## src/rtl/word_to_bytes.sv

```systemverilog
// word_to_bytes: serializes 32-bit words into 4 bytes with valid/ready handshakes on both sides.
module word_to_bytes #(
  parameter bit SWAP = 1'b0
) (
  input  logic        clk,
  input  logic        rst,
  input  logic        in_valid,
  output logic        in_ready,
  input  logic [31:0] in_data,
  input  logic        in_last,
  output logic        out_valid,
  input  logic        out_ready,
  output logic [7:0]  out_data,
  output logic        out_last,
  output logic        busy
);
  typedef enum logic {IDLE, SEND} state_t;
  state_t state, state_n;
  logic [1:0] idx, idx_n, sel;
  logic [31:0] held, held_n;
  logic held_last, held_last_n;
  logic accept, xfer;
  always_ff @(posedge clk or posedge rst) begin
    if (rst) begin
      state <= IDLE;
      idx <= 2'd0;
      held <= 32'h0;
      held_last <= 1'b0;
    end else begin
      state <= state_n;
      idx <= idx_n;
      held <= held_n;
      held_last <= held_last_n;
    end
  end
  // A new word may land on the same edge the fourth byte leaves, so back-to-back words have no bubble.
  always_comb begin
    busy = state == SEND;
    out_valid = busy;
    in_ready = !busy || (idx == 2'd3 && out_ready);
    sel = SWAP ? idx : ~idx;
    out_data = busy ? held[{sel, 3'b000} +: 8] : 8'h00;
    out_last = busy && idx == 2'd3 && held_last;
    accept = in_valid && in_ready;
    xfer = out_valid && out_ready;
    state_n = state;
    idx_n = idx;
    held_n = held;
    held_last_n = held_last;
    if (accept) begin
      state_n = SEND;
      idx_n = 2'd0;
      held_n = in_data;
      held_last_n = in_last;
    end else if (xfer) begin
      state_n = idx == 2'd3 ? IDLE : SEND;
      idx_n = idx + 2'd1;
    end
  end
endmodule

```

## config.mk

```make
export PLATFORM = sky130hd
export DESIGN_NAME = word_to_bytes
export DESIGN_NICKNAME = d
export VERILOG_FILES = /design/src/rtl/word_to_bytes.sv
export SDC_FILE = /design/constraint.sdc
export NUM_CORES = 1
export LEC_CHECK = 0
export CELL_PAD_IN_SITES_DETAIL_PLACEMENT = 1
export CELL_PAD_IN_SITES_GLOBAL_PLACEMENT = 1
export CORE_UTILIZATION = 40
export CTS_CLUSTER_SIZE = 14
export DETAILED_ROUTE_END_ITERATION = 12
export PLACE_DENSITY_LB_ADDON = 0.1
export SLEW_MARGIN = 20
export SYNTH_ARGS = -nofsm -noshare
export SYNTH_HDL_FRONTEND = slang
export SYNTH_SLANG_ARGS = --single-unit
export TNS_END_PERCENT = 20
```

## constraint.sdc

```tcl
create_clock -name clk -period 4.8 [get_ports clk]
set_input_delay 0.96 -clock clk [delete_from_list [all_inputs] [get_ports clk]]
set_output_delay 0.96 -clock clk [all_outputs]
set_load 0.005 [all_outputs]
```

==> results by group <==
Run status
  • Status: finished clean

CTS
  • Post_cts resized: 0
  • Clock sinks: 36
  • Setup repair bufs after CTS: 0
  • Root Buffer: clkbuf_8
  • Clk buf depth: 2
  • Clock transition at path regs: 70 ps
  • Num CTS Buffers: 5
  • Clk Latency, worst-skew pair: 290 ps
  • Hold-fix buffer count after cts: 0
  • TritonCTS clock tree: built
  • Htree depth: 2

STA
  • Unrepaired setup endpoints after global routing: no
  • Hold slack: 513 ps
  • Pins Over Slew Limit: 0
  • Final setup vio count: 0
  • Slew HR: 33.7%
  • Fin worst setup slack: 1530 ps
  • Final hold viol count: 0
  • Fin crit share: 68.2%
  • Skew final: 5.02 ps
  • Post-route minimum period: 3270 ps
  • Fin Setup TNS: 0 ps
  • Slew @ Worst Pin: 995 ps
  • Maximum clock frequency: 305 MHz

Placement
  • PortBufs: 48
  • GP Congestion: 0.688
  • Cell Count Post-Placement: 212
  • Pre-CTS WS: 1630 ps
  • Post-detail-place hpwl: 2670 µm
  • Dpl cell area: 2270 µm²

Route
  • Via Count: 1130
  • Remaining DRCs: 0
  • DR WL/cell: 18.0 µm
  • Vias per cell: 5.16
  • DRT Pass-1 Iters: 4
  • Number of routed nets with antenna violations: 0
  • Post-Route WL: 3940 µm
  • DR iter-0 viols: 57

Synth
  • Syn Area/Cell: 15.3 µm²
  • Yosys top cell by area: dfrtp_1
  • Synth Cell Area: 1820 µm²
  • Yosys warns: 0
  • Syn Nets: 157
  • Post-synthesis sequential area ratio: 49.6%
  • Post-Synthesis Cells: 119
  • Top cells by count, synth: dfrtp_1, mux2_4, mux2i_1, o22ai_1
  • Most frequent cell after synthesis: dfrtp_1
  • Top cell type's share of synthesized area: 49.6%
  • Dominant cells by area after synthesis: dfrtp_1, mux2_4, mux2i_1, buf_12, o22ai_1
  • Main synth FF type: dfrtp_1
  • Netlist cell types: 24
  • EDFF count, synth: 0
  • Post-synthesis register bit count: 36
  • Async set or reset register ratio after synthesis: 100%

Floorplan
  • Die Ht: 69.4 µm
  • Core Footprint: 4350 µm²
  • Site row count: 24
  • Die area: 4810 µm²
  • I/O pins: 49
  • Initial Util: 41.7%
  • Die width: 69.4 µm

Final layout
  • Fin area: 2370 µm²
  • Final Non-Filler Cells: 219
  • Layout Nets: 205
  • Fillcell total: 426
  • Share of cells above drive strength 1: 26.9%
  • Area Growth Syn to Fin: 30.5%
  • N_diodes: 0
  • Fin util: 54.4%

Power
  • Peak VDD IR: 0.000228 V
  • Pwr dens: 630 nW/µm²
  • Total Power: 1.49 mW
  • Leakage: 1.12 nW

Setup path
  • Worst r2r path cells: 4
  • CP endpoint kind: output pin
  • CP Max Fanout: 19
  • Startpoint Class: flop
  • Arrival time worst endpoint: 2310 ps
  • WP depth: 3
  • Delay of the slowest critical-path stage: 990 ps
  • Worst-path cell chain: ha_1 -> and3_2 -> clkdlybuf4s50_1
  • Crit path kind: reg -> out
  • Max stage delay cell, worst path: dfrtp_1
  • Delay-heaviest family, CP: flip-flops
  • Worst Path Buf+Inv: 1
  • Data required, critical path: 3840 ps

Global route
  • Most utilized layer in the global route result: met2
  • Grt ovf: 0
  • All-Layer GR Usage: 18.4%
  • Initial antenna violation count: 0
  • Largest net degree at the start of global routing: 37
  • Grt met2 use: 30.5%
  • First-pass GRT wire length: 6830 µm
  • Vias in the first global route: 1309
  • GR Util met3: 5.67%
  • Met1 Use GR: 22.7%

Min path
  • Hold/Removal Path Class: reg -> reg
  • Hold depth: 1

Job
  • Max_cap viols: 0
power breakdown:
part | switching [mW] | internal [mW]
clock network | 0.104 | 0.128
logic | 0.213 | 0.464
registers | 0.130 | 0.455
total | 0.446 | 1.05
layout make-up:
type	instances	area (µm²)	area share (%)
sequential	36	901	38.0
multi-input combinational	74	816	34.4
timing repair buffer	49	488	20.6
clock buffer	7	96.3	4.07
tap	52	65.1	2.75
inverter	1	3.75	0.158
placed cells by master, fill, tap and decap left out, types with 2 or more instances in the layout:
cell type	netlist	layout
mux2_4	30	30
mux2i_1	16	16
o22ai_1	8	8
dfrtp_1	36	36
nand3_1	2	2
clkdlybuf4s50_1	0	48
clkbuf_8	0	7
mux2_2	3	3
a21oi_1	2	2
nand2_1	3	3
per-layer routing:
layer / up-vias / part of all wire, %
met5: - / 0
met4: 0 / 1.5
met3: 7 / 5.2
met2: 32 / 50
met1: 568 / 44
li1: 523 / -
cells by family (layout without fill, tap and decap cells):
| kind of cell | after synthesis | count (layout) | share of synthesized area (%) |
|---|---|---|---|
| mux | 49 | 49 | 35.5 |
| flops | 36 | 36 | 49.6 |
| compound gates | 13 | 13 | 4.96 |
| simple gates | 11 | 11 | 3.79 |
| buf+inv | 9 | 57 | 5.44 |
| fa+ha+maj | 1 | 1 | 0.689 |
path summary, 6_finish.rpt:
kind	from	endpoint	slack, ps
setup / recovery	idx[1]	out_last	1530
hold / removal	held[21]	held[21]	510
setup reg to reg	idx[1]	held[26]	2380
hold reg to reg	held[21]	held[21]	510
max in group asynchronous	rst	held[6]	3370
min in group asynchronous	rst	held[5]	1080
sequential cells by signal, summed over array words and instances, names as in the netlist:
| register | flops |
|---|---|
| busy | 1 |
| held | 32 |
| held_last | 1 |
| idx | 2 |
(Power assumes the default switching activity.)
